File: config.mk
export PLATFORM = sky130hd
export DESIGN_NAME = nibble_serial_adder
export DESIGN_NICKNAME = d
export VERILOG_FILES = /design/src/rtl/nibble_serial_adder.sv
export SDC_FILE = /design/constraint.sdc
export NUM_CORES = 1
export LEC_CHECK = 0
export BUFFER_PORTS_ARGS = -buffer_cell sky130_fd_sc_hd__clkbuf_2
export CAP_MARGIN = 25
export CORE_MARGIN = 2
export CORE_UTILIZATION = 26
export CTS_BUF_LIST = sky130_fd_sc_hd__clkbuf_16
export DETAILED_ROUTE_END_ITERATION = 10
export PLACE_DENSITY = 0.55
export SYNTH_ARGS = -nofsm -noshare
export SYNTH_HDL_FRONTEND = slang
export SYNTH_SLANG_ARGS = --single-unit
File: constraint.sdc
create_clock -name clk -period 2.3 [get_ports clk]
set_input_delay 0.345 -clock clk [delete_from_list [all_inputs] [get_ports clk]]
set_output_delay 0.345 -clock clk [all_outputs]
set_load 0.01 [all_outputs]
File: src/rtl/nibble_serial_adder.sv
// nibble_serial_adder: WIDTH-bit adder that streams the operands one nibble
// per clock through a single 4-bit add-with-carry slice.
// Optional build macro NSA_SUB_EN adds a subtract input (sub) and a signed
// overflow output (ovf).
//
// state | meaning
// IDLE  | waiting for start; operands captured on the accepting edge
// RUN   | one nibble added per clock, LSB nibble first
// DONE  | done pulse; sum/co (and ovf) already hold the new result
module nibble_serial_adder #(
  parameter int NIBBLES = 4
) (
  input  logic                   clk,
  input  logic                   rst_n,
  input  logic                   start,
  input  logic [4*NIBBLES-1:0]   a,
  input  logic [4*NIBBLES-1:0]   b,
  input  logic                   ci,
`ifdef NSA_SUB_EN
  input  logic                   sub,
  output logic                   ovf,
`endif
  output logic                   busy,
  output logic                   done,
  output logic [4*NIBBLES-1:0]   sum,
  output logic                   co
);

  localparam int W  = 4 * NIBBLES;
  localparam int CW = $clog2(NIBBLES);

  typedef enum logic [1:0] {IDLE, RUN, DONE} state_t;

  state_t          state, state_nxt;
  logic [CW-1:0]   cnt;
  logic            carry;
  logic [W-1:0]    op_a, op_b, res;
  logic [4:0]      nib_sum;
  logic            last_nib;
  logic            sub_c;

`ifdef NSA_SUB_EN
  assign sub_c = sub;
`else
  assign sub_c = 1'b0;
`endif

  // The single shared slice always works on the low nibble of the shifting operands
  assign nib_sum  = {1'b0, op_a[3:0]} + {1'b0, op_b[3:0]} + {4'b0, carry};
  assign last_nib = (cnt == CW'(NIBBLES - 1));

  // State register
  always_ff @(posedge clk or negedge rst_n) begin
    if (!rst_n) state <= IDLE;
    else        state <= state_nxt;
  end

  // Next-state decode
  always_comb begin
    state_nxt = state;
    case (state)
      IDLE:    if (start) state_nxt = RUN;
      RUN:     if (last_nib) state_nxt = DONE;
      DONE:    state_nxt = IDLE;
      default: state_nxt = IDLE;
    endcase
  end

  // Datapath: capture, nibble-serial accumulate, publish result on entry to DONE
  always_ff @(posedge clk or negedge rst_n) begin
    if (!rst_n) begin
      busy  <= 1'b0;
      done  <= 1'b0;
      cnt   <= '0;
      carry <= 1'b0;
      op_a  <= '0;
      op_b  <= '0;
      res   <= '0;
      sum   <= '0;
      co    <= 1'b0;
`ifdef NSA_SUB_EN
      ovf   <= 1'b0;
`endif
    end else begin
      busy <= (state_nxt == RUN);
      done <= (state_nxt == DONE);
      case (state)
        IDLE: begin
          if (start) begin
            op_a  <= a;
            op_b  <= sub_c ? ~b : b;
            carry <= sub_c ? 1'b1 : ci;
            cnt   <= '0;
          end
        end
        RUN: begin
          // Operands shift down so the slice always sees nibble cnt; result
          // nibbles enter from the top and land in place after NIBBLES shifts.
          op_a  <= op_a >> 4;
          op_b  <= op_b >> 4;
          res   <= {nib_sum[3:0], res[W-1:4]};
          carry <= nib_sum[4];
          cnt   <= cnt + CW'(1);
          if (last_nib) begin
            sum <= {nib_sum[3:0], res[W-1:4]};
            co  <= nib_sum[4];
`ifdef NSA_SUB_EN
            // carry into bit W-1 recovered from the sum bit, XOR carry out
            ovf <= (nib_sum[3] ^ op_a[3] ^ op_b[3]) ^ nib_sum[4];
`endif
          end
        end
        default: ;
      endcase
    end
  end

endmodule
# After elaboration in Yosys (flattened, before gate mapping)
# Index checks and enable logic that the tools add are counted.
# W data, S select, Z words.
# totals
n_memories	0
latchBits	0
word_cells	33
in_bits	36
reg_bits	72
ramBits	0
mem_bits_ro	0
out_inout_bits	19
# op_classes
n_shift	0
mul	0
reduce_logical	4
n_addsub	3
n_eq_ne	5
n_mux	11
n_div	0
bitwise_logic	0
n_lt_le_gt_ge	0
# op_table
op	n
$pmux W16 S2	2
$mux W16	2
$pmux W2 S2	2
$mux W2	3
$add A4 B4 Y5	1
$add A5 B1 Y5	1
$eq A2 B1 Y1 const B	2
$eq A2 B2 Y1 const B	2
$reduce_and A2 Y1	2
$add A2 B1 Y2 const B	1
$logic_not A2 Y1	1
$ne A2 B2 Y1 const B	1
$pmux W1 S2	1
$reduce_bool A2 Y1	1
$mux W1	1

# Depth between registers and ports, before layout
# Gate-level depths: netlist of the first run.
# logic_depth
word_depth	4
depth_mapped	7
depth_no_buf	7

# Worst setup path after synthesis of the first run
# OpenSTA, ideal clock, no wires.
# synth_path
path_type	flip-flop to flip-flop
startpoint	reg carry
endpoint	reg carry
required_time_ns	2.206
synth_period_minus_slack_ns	1.766
path_stages_with_launch	8
arrival_ns	1.673
setup_ns	0.094
setup_slack_ns	0.534
path_buffers	0
path_cell_list	dfrtp_1 > inv_1 > fa_1 > fa_1 > inv_1 > a21o_1 > a21oi_1 > a221oi_2
# synth_between
elab_chain_cells	2
# synth_lines
element	line_no	rtl
start: declaration	36	logic carry;
start signal: assignment	92	carry <= sub_c ? 1'b1 : ci;
start signal: assignment	102	carry <= nib_sum[4];
$add A5 B1 Y5	49	assign nib_sum = {1'b0, op_a[3:0]} + {1'b0, op_b[3:0]} + {4'b0, carry};
$pmux W1 S2	87	case (state)
# Every way passes these cells.
# A chain may end at the register's enable or synchronous reset.

# Worst setup path after layout of the first run
# Same ends and word-level chain as after synthesis.

==> results of run 1 <==
## state kept, by name, indices dropped and copies added (netlist names)
| name | count |
|---|---|
| busy | 1 |
| carry | 1 |
| cnt | 2 |
| co | 1 |
| done | 1 |
| op_a | 16 |
| op_b | 16 |
| res | 12 |
| state | 2 |
| sum | 16 |
## worst min path at each step
stage | from | to | slack (ns) | cells past startpoint
final | rst_n | done | 0.02 | 2
after global routing | rst_n | sum[7] | 0.07 | 2
after CTS | rst_n | done | 0.04 | 2
after detailed placement | rst_n | done | 0.40 | 2
after global placement | rst_n | sum[6] | 0.39 | 2
after floorplan | rst_n | busy | 0.05 | 0
## critical path, delay by kind of cell, from the launching register on
kind	cells	cell delay [ns]
flip-flops	1	0.35
buffers and inverters	2	0.15
AO/OA/AOI/OAI	3	0.42
adder cells (fa/ha/maj)	2	0.88
## per-layer routing
layer | global-route usage, % | wire length [um] | vias to the layer above
met5 | 0 | 0 | -
met4 | 3.17 | 57 | 0
met3 | 3.72 | 385 | 5
met2 | 18.4 | 3380 | 63
met1 | 15.9 | 3430 | 1130
li1 | - | - | 1161
## cell families (layout without fill, tap and decap cells)
logic type,count (synthesis),after routing,share of synthesized area [%]
xor+xnor,2,2,0.559
mux,13,13,5.59
fa+ha+maj,6,6,2.88
simple gates,85,85,13.4
buf+inv,32,86,4.39
flops,68,68,54.3
compound gates,103,103,18.9
## cell type report
class,count,area [um2],share of cell area [%]
Sequential cell,68,1700,44.1
Multi-Input combinational cell,209,1300,33.7
Timing Repair Buffer,60,328,8.50
Clock buffer,9,225,5.84
Tap cell,147,184,4.77
Clock inverter,7,81.3,2.11
Inverter,10,37.5,0.974
## through the flow
stage / worst slack [ns] / cells / hold slack, ns / cell area (um2) / power (mW)
final: 0.415 / 510 / 0.0242 / 3850 / 5.24
after global routing: 0.301 / 510 / 0.0734 / 3850 / 5.64
after CTS: 0.402 / 510 / 0.0441 / 3850 / 5.32
after detailed placement: 0.410 / 494 / 0.396 / 3550 / 3.86
after global placement: 0.482 / 494 / 0.395 / 3550 / 3.80
after floorplan: 0.534 / 309 / 0.0494 / 3130 / 3.30
## cell usage after synthesis
cell type | n | area share [%]
sky130_fd_sc_hd__mux2i_1 | 1 | 0.32
sky130_fd_sc_hd__a221oi_2 | 1 | 0.48
sky130_fd_sc_hd__a22o_1 | 1 | 0.28
sky130_fd_sc_hd__and3b_1 | 3 | 0.84
sky130_fd_sc_hd__o21ai_0 | 43 | 6.9
sky130_fd_sc_hd__mux2_2 | 4 | 1.4
sky130_fd_sc_hd__a2bb2oi_1 | 1 | 0.28
sky130_fd_sc_hd__ha_1 | 4 | 1.6
sky130_fd_sc_hd__nand2_1 | 46 | 5.5
sky130_fd_sc_hd__buf_1 | 1 | 0.12
sky130_fd_sc_hd__dfrtp_1 | 68 | 54
sky130_fd_sc_hd__inv_1 | 10 | 1.2
sky130_fd_sc_hd__buf_2 | 8 | 1.3
sky130_fd_sc_hd__o21bai_1 | 1 | 0.24
sky130_fd_sc_hd__clkbuf_1 | 12 | 1.4
sky130_fd_sc_hd__fa_1 | 2 | 1.3
sky130_fd_sc_hd__nor2b_1 | 30 | 6.0
sky130_fd_sc_hd__xnor2_1 | 1 | 0.28
sky130_fd_sc_hd__nand2_4 | 1 | 0.36
sky130_fd_sc_hd__xor2_1 | 1 | 0.28
sky130_fd_sc_hd__buf_6 | 1 | 0.36
sky130_fd_sc_hd__nor2_1 | 4 | 0.48
sky130_fd_sc_hd__a21o_1 | 1 | 0.24
sky130_fd_sc_hd__a21oi_1 | 34 | 5.4
sky130_fd_sc_hd__nand2b_1 | 1 | 0.20
sky130_fd_sc_hd__a22oi_1 | 21 | 5.0
sky130_fd_sc_hd__mux2_4 | 8 | 3.8
## power breakdown
group / switching (mW) / internal [mW]
clock network: 0.484 / 0.932
logic: 0.996 / 0.780
registers: 0.350 / 1.69
==> results by group, run 1 <==
Global routing
  – Global-route wire length before repair: 11,900 um
  – Vias in the first global route: 2,372
  – Pin count of the biggest net entering global routing: 69
  – All-layer global routing usage: 11.8%
  – Residual overflow from global routing: 0
  – Number of antenna violations at the first check in global routing: 0

Cells and area
  – Final core utilization: 32.5%
  – Final #Nets: 400
  – Most frequent cells in the layout: 68 x sky130_fd_sc_hd__dfrtp_1, 53 x sky130_fd_sc_hd__clkbuf_2, 46 x sky130_fd_sc_hd__nand2_1, 43 x sky130_fd_sc_hd__o21ai_0, 34 x sky130_fd_sc_hd__a21oi_1
  – Number of fill cells in the layout: 1,222
  – Antenna cell count: 0
  – Commonest non-fill, non-tap cell in the layout: sky130_fd_sc_hd__dfrtp_1
  – Ratio of cells with drive above 1 in the final layout: 24.5%
  – Area added between synthesis and finish: 23.1%

Timing
  – Setup tns final: 0 ns
  – Final slew viol count: 0
  – Final critical delay including setup and external delays: 1.89 ns
  – Max transition margin: 60.9%
  – Clock tree skew after final layout: 0.00282 ns
  – Max frequency: 0.530 GHz
  – Setup-failing EPs final: 0
  – Worst-margin pin slew: 0.586 ns
  – Period Utilization, post-route: 82.0%
  – Final-report hold violation count: 0
  – RSZ-0062 raised after global routing: no

Clock tree
  – CTS buffer count: 9
  – Post-CTS Repair Setup Buffers: 0
  – Max Buffers Root-to-Sink: 2
  – Root buffer cell: sky130_fd_sc_hd__clkbuf_16
  – Cts hold-fix bufs: 0
  – Later-pin clock latency in the skew report: 0.33 ns
  – H-tree level count: 3
  – Clock slew at the register clock pins of the worst setup and hold paths: 0.05 ns
  – Count of clock tree sinks: 68
  – TritonCTS clock tree: yes
  – Post-CTS sizing: 0

Critical path
  – Register-to-Register Setup Slack: 0.41 ns
  – Setup CP Type: reg -> reg
  – Critical path's slowest cell: sky130_fd_sc_hd__fa_1
  – Startpoint of the lowest-slack register-to-register path: carry
  – Capturing element type of the critical path: flop
  – Worst endpoint required time: 2.54 ns
  – Worst setup endpoint: carry
  – List of cells traversed by the critical path: inv_1 > fa_1 > fa_1 > inv_1 > a21o_1 > a21oi_1 > a221oi_2
  – Launch point of the critical path: carry
  – Critical-path maximum fanout: 2
  – Worst reg-to-reg path cell count: 7
  – Worst EP arrival: 2.12 ns
  – Reg2reg end: carry
  – Delay of the slowest cell on the worst path: 0.46 ns
  – Startpoint kind of the worst setup timing path: flop

Placement
  – Final weighted congestion in routability-driven placement: 0.763
  – Final HPWL DP: 4670 um
  – Total of buffers placed on input and output ports: 54

Pwr
  – LEAKAGE: 1.85 nW
  – Areal power density over the cells: 1360 nW/um2
  – VDD IR max: 0.570 mV

Die
  – Starting density of the core: 26.4%
  – I/O pin cnt: 55
  – Placement row count: 40
  – Horizontal die dimension: 114 um
  – Total core area: 11,900 um2
  – Overall die height: 114 um
  – Die footprint: 12,900 um2

Synth
  – Post-synthesis instance area: 3130 um2
  – Net Count, Synth: 351
  – Part of the Yosys area used for sequential elements: 54.3%
  – Number of distinct standard cells referenced by the synthesized netlist: 27
  – Synth Instances: 309
  – Post-synthesis average cell area: 10.1 um2
  – Post-synthesis sequential element count: 68
  – Warnings from Yosys: 0

Drt
  – Routed length per placed instance: 14.2 um
  – Via/cell ratio: 4.63
  – Count of TritonRoute iterations in the first routing pass: 4
  – Overall via count from detail_route: 2,359
  – Number of remaining DRC errors: 0
  – Initial DRC Count: 168
  – Number of routed nets with antenna violations: 0
  – Sum of routed wire length over all layers: 7250 um

Worst hold path
  – Worst hold-check path type: in -> async

Job
  – Max-capacitance violation count: 0

Outcome
  – Run status: complete, no violations
No activity file was read; power rests on OpenSTA's default activity.
==> inputs of run 2 (changes only) <==
PLACE_DENSITY = 0.57   (was 0.55)
clock period = 1.52 ns   (was 2.3 ns; I/O delays follow)
==> run 2 against run 1 <==
Effect of this change:
- the flow now finishes with violations (setup timing)
- maximum frequency increased by 9.7%
- global-route usage increased by 0.25 points
- routed wire length decreased by 0.41%
- clock power increased by 40%
- total power increased by 54%
- first-iteration DRC count decreased by 15%
- register-to-register slack got worse by 0.61 ns
- critical endpoint unchanged
==> results by group, run 2 (same netlist as run 1, synthesis figures left out) <==
Outcome
  – Run status: finished with violations
  – Violations in the final reports: setup timing

Die
  – I/O pin cnt: 55
  – Die footprint: 12,900 um2
  – Overall die height: 114 um
  – Horizontal die dimension: 114 um
  – Placement row count: 40
  – Starting density of the core: 26.4%
  – Total core area: 11,900 um2

Global routing
  – Residual overflow from global routing: 0
  – Pin count of the biggest net entering global routing: 69
  – Vias in the first global route: 2,317
  – Global-route wire length before repair: 12,100 um
  – Number of antenna violations at the first check in global routing: 0
  – All-layer global routing usage: 12.0%

Job
  – Max-capacitance violation count: 0

Critical path
  – Startpoint kind of the worst setup timing path: flop
  – Reg2reg end: carry
  – Capturing element type of the critical path: flop
  – Startpoint of the lowest-slack register-to-register path: op_a[0]
  – Worst endpoint required time: 1.76 ns
  – Setup CP Type: reg -> reg
  – Register-to-Register Setup Slack: -0.20 ns
  – Worst setup endpoint: carry
  – Worst EP arrival: 1.96 ns
  – Critical-path maximum fanout: 2
  – Launch point of the critical path: op_a[0]
  – Worst reg-to-reg path cell count: 7

Timing
  – Setup tns final: -0.493 ns
  – Max transition margin: 73.1%
  – Clock tree skew after final layout: 0.00496 ns
  – Slack of the critical path: -0.199 ns
  – Worst-margin pin slew: 0.402 ns
  – Final slew viol count: 0
  – Final critical delay including setup and external delays: 1.72 ns
  – Final-report hold violation count: 0
  – Setup-failing EPs final: 5
  – RSZ-0062 raised after global routing: yes
  – Max frequency: 0.582 GHz
  – Period Utilization, post-route: 113%
  – Final-layout worst hold slack: 0.176 ns

Pwr
  – VDD IR max: 0.687 mV
  – LEAKAGE: 1.90 nW
  – Areal power density over the cells: 2030 nW/um2

Clock tree
  – Later-pin clock latency in the skew report: 0.34 ns
  – H-tree level count: 3
  – CTS buffer count: 9
  – Clock slew at the register clock pins of the worst setup and hold paths: 0.05 ns
  – TritonCTS clock tree: yes
  – Root buffer cell: sky130_fd_sc_hd__clkbuf_16
  – Max Buffers Root-to-Sink: 2
  – Count of clock tree sinks: 68

Drt
  – Via/cell ratio: 4.58
  – Number of remaining DRC errors: 0
  – Routed length per placed instance: 13.8 um
  – Number of routed nets with antenna violations: 0
  – Sum of routed wire length over all layers: 7220 um
  – Overall via count from detail_route: 2,392
  – Initial DRC Count: 142
  – Count of TritonRoute iterations in the first routing pass: 4

Placement
  – Final weighted congestion in routability-driven placement: 0.768
  – Total of buffers placed on input and output ports: 54
  – Worst slack at placement: -0.223 ns
  – Final HPWL DP: 4890 um

Cells and area
  – Ratio of cells with drive above 1 in the final layout: 29.1%
  – Most frequent cells in the layout: 68 x sky130_fd_sc_hd__dfrtp_1, 53 x sky130_fd_sc_hd__clkbuf_2, 46 x sky130_fd_sc_hd__nand2_1, 39 x sky130_fd_sc_hd__o21ai_0, 33 x sky130_fd_sc_hd__a21oi_1
  – Final #Nets: 412
  – Registers with the most flip-flops: op_a x16, op_b x16, sum x16
  – Commonest non-fill, non-tap cell in the layout: sky130_fd_sc_hd__dfrtp_1
  – Final core utilization: 33.5%
  – Area added between synthesis and finish: 26.8%
  – Antenna cell count: 0

Worst hold path
  – Worst hold-check path type: in -> reg
[run 2: final cells by class]
type                            count  area, um2
Sequential cell                    68       1700
Multi-Input combinational cell    209       1330
Timing Repair Buffer               72        433
Tap cell                          147        184
Clock buffer                        9        225
Clock inverter                      7       58.8
Inverter                           10       37.5
Fill cell                        1226       7890
[run 2: worst min path at each step]
stage | to | cells past startpoint | slack (ns) | start
finish | op_a[6] | 3 | 0.18 | a[6]
global route | op_a[10] | 3 | 0.18 | a[10]
CTS | op_a[9] | 3 | 0.17 | a[9]
detailed placement | done | 2 | 0.28 | rst_n
global placement | done | 2 | 0.28 | rst_n
floorplan | busy | 0 | -0.07 | rst_n
[run 2: report_power, final]
| group | internal [mW] | switching, mW |
|---|---|---|
| registers | 2.56 | 0.512 |
| logic | 1.40 | 1.60 |
| clock network | 1.24 | 0.750 |
| total | 5.20 | 2.86 |
[run 2: metrics by stage]
step | total power [mW] | area, um2 | instances
final | 8.07 | 3970 | 522
after global routing | 8.69 | 3970 | 522
after CTS | 8.08 | 3950 | 522
after detailed placement | 6.01 | 3640 | 504
after global placement | 5.91 | 3640 | 504
after floorplan | 5.02 | 3140 | 309
[run 2: metal layers]
metal	up-vias	share of wire, %	global-route usage (%)
met5	-	0	0
met4	0	1.4	3.90
met3	10	5.4	4.30
met2	57	45	17.5
met1	1148	48	16.7
li1	1177	-	-
[run 2: what timing repair did]
item | 4_1_cts | 5_1_grt
hold buffers | 1 | 0
cloned | 0 | 0
setup buffers | 1 | 0
setup endpoints to repair | 6 | 18
hold endpoints to repair | 68 | 0
resized for setup | 4 | 5
pin swaps | 5 | 1
[run 2: critical path, stage by stage (launching register included)]
cell	delay, ns
sky130_fd_sc_hd__dfrtp_1	0.35
sky130_fd_sc_hd__inv_2	0.05
sky130_fd_sc_hd__fa_2	0.40
sky130_fd_sc_hd__fa_2	0.35
sky130_fd_sc_hd__inv_1	0.06
sky130_fd_sc_hd__a21o_1	0.12
sky130_fd_sc_hd__a21oi_2	0.06
sky130_fd_sc_hd__a221oi_2	0.24
==> inputs of run 3 (changes only) <==
REMOVE_ABC_BUFFERS = 1   (was not set)
==> run 3 against run 2 <==
Effect of this change:
- the run still ends with setup timing left
- sequential share of layout area fell by 0.41 points
- critical path depth did not move
- first-iteration DRC count fell by 17%
- critical path type unchanged
- maximum frequency rose by 0.90%
==> results by group, run 3 (same netlist as run 1, synthesis figures left out) <==
Clock tree
  – Later-pin clock latency in the skew report: 0.33 ns
  – H-tree level count: 3
  – Root buffer cell: sky130_fd_sc_hd__clkbuf_16
  – Count of clock tree sinks: 68
  – Max Buffers Root-to-Sink: 2
  – CTS buffer count: 9
  – TritonCTS clock tree: yes
  – Clock slew at the register clock pins of the worst setup and hold paths: 0.05 ns

Critical path
  – Worst setup endpoint: carry
  – Worst reg-to-reg path cell count: 7
  – Worst endpoint required time: 1.76 ns
  – Setup CP Type: reg -> reg
  – Capturing element type of the critical path: flop
  – Critical path's slowest cell: sky130_fd_sc_hd__fa_2
  – Cell count along the critical path: 7
  – List of cells traversed by the critical path: inv_2 > fa_2 > fa_2 > inv_2 > a21o_1 > a21oi_2 > a221oi_2
  – Launch point of the critical path: op_a[0]
  – Reg2reg end: carry
  – Startpoint kind of the worst setup timing path: flop
  – Startpoint of the lowest-slack register-to-register path: op_a[0]
  – Delay of the slowest cell on the worst path: 0.39 ns
  – Critical-path maximum fanout: 2
  – Buffering stage count on the worst path with inverters included: 2
  – Gate family responsible for the most delay along the worst path: adder cells
  – Register-to-Register Setup Slack: -0.18 ns
  – Worst EP arrival: 1.94 ns

Die
  – Die footprint: 12,900 um2
  – Horizontal die dimension: 114 um
  – Overall die height: 114 um
  – Starting density of the core: 26.4%
  – Total core area: 11,900 um2
  – Placement row count: 40
  – I/O pin cnt: 55

Pwr
  – Fraction of power spent switching nets: 34.4%
  – VDD IR max: 0.863 mV
  – Internal power contribution: 5.45 mW
  – Share of power burned in the clock network: 25.9%
  – LEAKAGE: 1.92 nW
  – Power dissipated by switching net loads: 2.86 mW
  – Part of the total power dissipated in sequential elements: 36.6%
  – Areal power density over the cells: 2070 nW/um2
  – Fraction of power consumed by combinational cells: 37.6%

Timing
  – Max frequency: 0.587 GHz
  – Clock tree skew after final layout: 0.00403 ns
  – Max transition margin: 74.5%
  – Period Utilization, post-route: 112%
  – Worst-margin pin slew: 0.381 ns
  – Slack of the critical path: -0.184 ns
  – RSZ-0062 raised after global routing: yes
  – Final-layout worst hold slack: 0.177 ns
  – Setup-failing EPs final: 6
  – Final-report hold violation count: 0
  – Final critical delay including setup and external delays: 1.70 ns
  – Final slew viol count: 0

Drt
  – Via/cell ratio: 4.56
  – Sum of routed wire length over all layers: 7160 um
  – Number of remaining DRC errors: 0
  – Initial DRC Count: 118
  – Number of routed nets with antenna violations: 0
  – Count of TritonRoute iterations in the first routing pass: 4
  – Overall via count from detail_route: 2,380
  – Routed length per placed instance: 13.7 um

Global routing
  – Global-route wire length before repair: 11,900 um
  – Pin count of the biggest net entering global routing: 69
  – All-layer global routing usage: 11.8%
  – Vias in the first global route: 2,389
  – Number of antenna violations at the first check in global routing: 0
  – Residual overflow from global routing: 0

Worst hold path
  – Worst hold-check path type: in -> reg

Placement
  – Total of buffers placed on input and output ports: 54
  – Final weighted congestion in routability-driven placement: 0.769
  – Final HPWL DP: 4590 um
  – Placed Area: 3650 um2

Cells and area
  – Layout Cell Area excl Fill: 4010 um2
  – Area added between synthesis and finish: 28.1%
  – Final core utilization: 33.8%
  – Final #Nets: 412
  – Antenna cell count: 0
  – Number of fill cells in the layout: 1,182
  – Most frequent cells in the layout: 68 x sky130_fd_sc_hd__dfrtp_1, 53 x sky130_fd_sc_hd__clkbuf_2, 46 x sky130_fd_sc_hd__nand2_1, 38 x sky130_fd_sc_hd__o21ai_0, 33 x sky130_fd_sc_hd__a21oi_1
  – Ratio of cells with drive above 1 in the final layout: 29.1%
  – Commonest non-fill, non-tap cell in the layout: sky130_fd_sc_hd__dfrtp_1
  – Registers with the most flip-flops: op_a x16, op_b x16, sum x16

Outcome
  – Run status: finished with violations
  – Violations in the final reports: setup timing

Job
  – Max-capacitance violation count: 0
==> run 3: changes by cell type in the layout (fill, tap and decap cells not counted) <==
cell,previous run,this run
sky130_fd_sc_hd__buf_12,2,4
sky130_fd_sc_hd__buf_4,15,13
sky130_fd_sc_hd__bufinv_16,1,2
sky130_fd_sc_hd__clkinv_1,2,3
sky130_fd_sc_hd__clkinvlp_4,1,0
sky130_fd_sc_hd__ha_2,0,1
sky130_fd_sc_hd__ha_4,1,0
sky130_fd_sc_hd__inv_1,9,8
sky130_fd_sc_hd__nand2b_1,0,1
sky130_fd_sc_hd__nand2b_2,1,0
sky130_fd_sc_hd__o21ai_0,39,38
sky130_fd_sc_hd__o21ai_2,1,2
==> run 3: stage by stage <==
step	setup slack, ns	setup TNS [ns]	power (mW)	cells
finish	-0.184	-0.560	8.31	522
global placement	-0.269	-0.935	5.96	503
floorplan	-1.41	-57.01	4.84	287
CTS	-0.176	-0.556	8.32	520
global route	-0.303	-1.12	8.97	522
detailed placement	-0.312	-1.14	6.07	503
==> run 3: how the worst min path moves through the flow <==
stage          depth (start not counted)  start  endpoint  slack (ns)
2_1_floorplan                          0  rst_n      busy       -0.07
3_3_place_gp                           2  rst_n    sum[2]        0.28
3_5_place_dp                           2  rst_n    sum[6]        0.28
4_1_cts                                3   b[7]   op_b[7]        0.17
5_1_grt                                3  b[15]  op_b[15]        0.20
6_report                               3  b[15]  op_b[15]        0.18
==> run 3: timing repair <==
| item | 4_1_cts | 5_1_grt |
|---|---|---|
| resized for setup | 8 | 6 |
| buffers inserted | 0 | 2 |
| hold buffers | 1 | 0 |
| hold endpoints to repair | 68 | 0 |
| pin swaps | 4 | 3 |
| setup endpoints to repair | 6 | 8 |
==> run 3: tightest hold or removal path, cell delays in order <==
cell	delay [ns]
sky130_fd_sc_hd__clkbuf_2	0.07
sky130_fd_sc_hd__a21oi_1	0.04
sky130_fd_sc_hd__o21ai_0	0.12
==> run 3: cell type report <==
cell class | instances | area [um2] | share of cell area [%]
repair buffers | 72 | 458 | 11.4
inverters | 10 | 37.5 | 0.936
clock inverters | 7 | 81.3 | 2.03
well taps | 147 | 184 | 4.59
clock buffers | 9 | 225 | 5.61
multi-input cells | 209 | 1320 | 33.0
flip-flops and latches | 68 | 1700 | 42.4
==> run 3: power groups by stage <==
stage / clock network, mW / logic [mW] / registers, mW
2_1_floorplan: 0 / 1.67 / 3.16
3_3_place_gp: 0 / 2.93 / 3.03
3_5_place_dp: 0 / 3.00 / 3.07
4_1_cts: 2.22 / 3.06 / 3.04
5_1_grt: 2.31 / 3.52 / 3.14
6_report: 2.15 / 3.12 / 3.04
==> run 3: layer usage <==
metal	up-vias	routed length [um]	global-route usage (%)
met5	-	0	0
met2	60	3310	17.7
met1	1130	3400	16.0
li1	1182	-	-
met3	8	342	4.04
met4	0	110	4.23
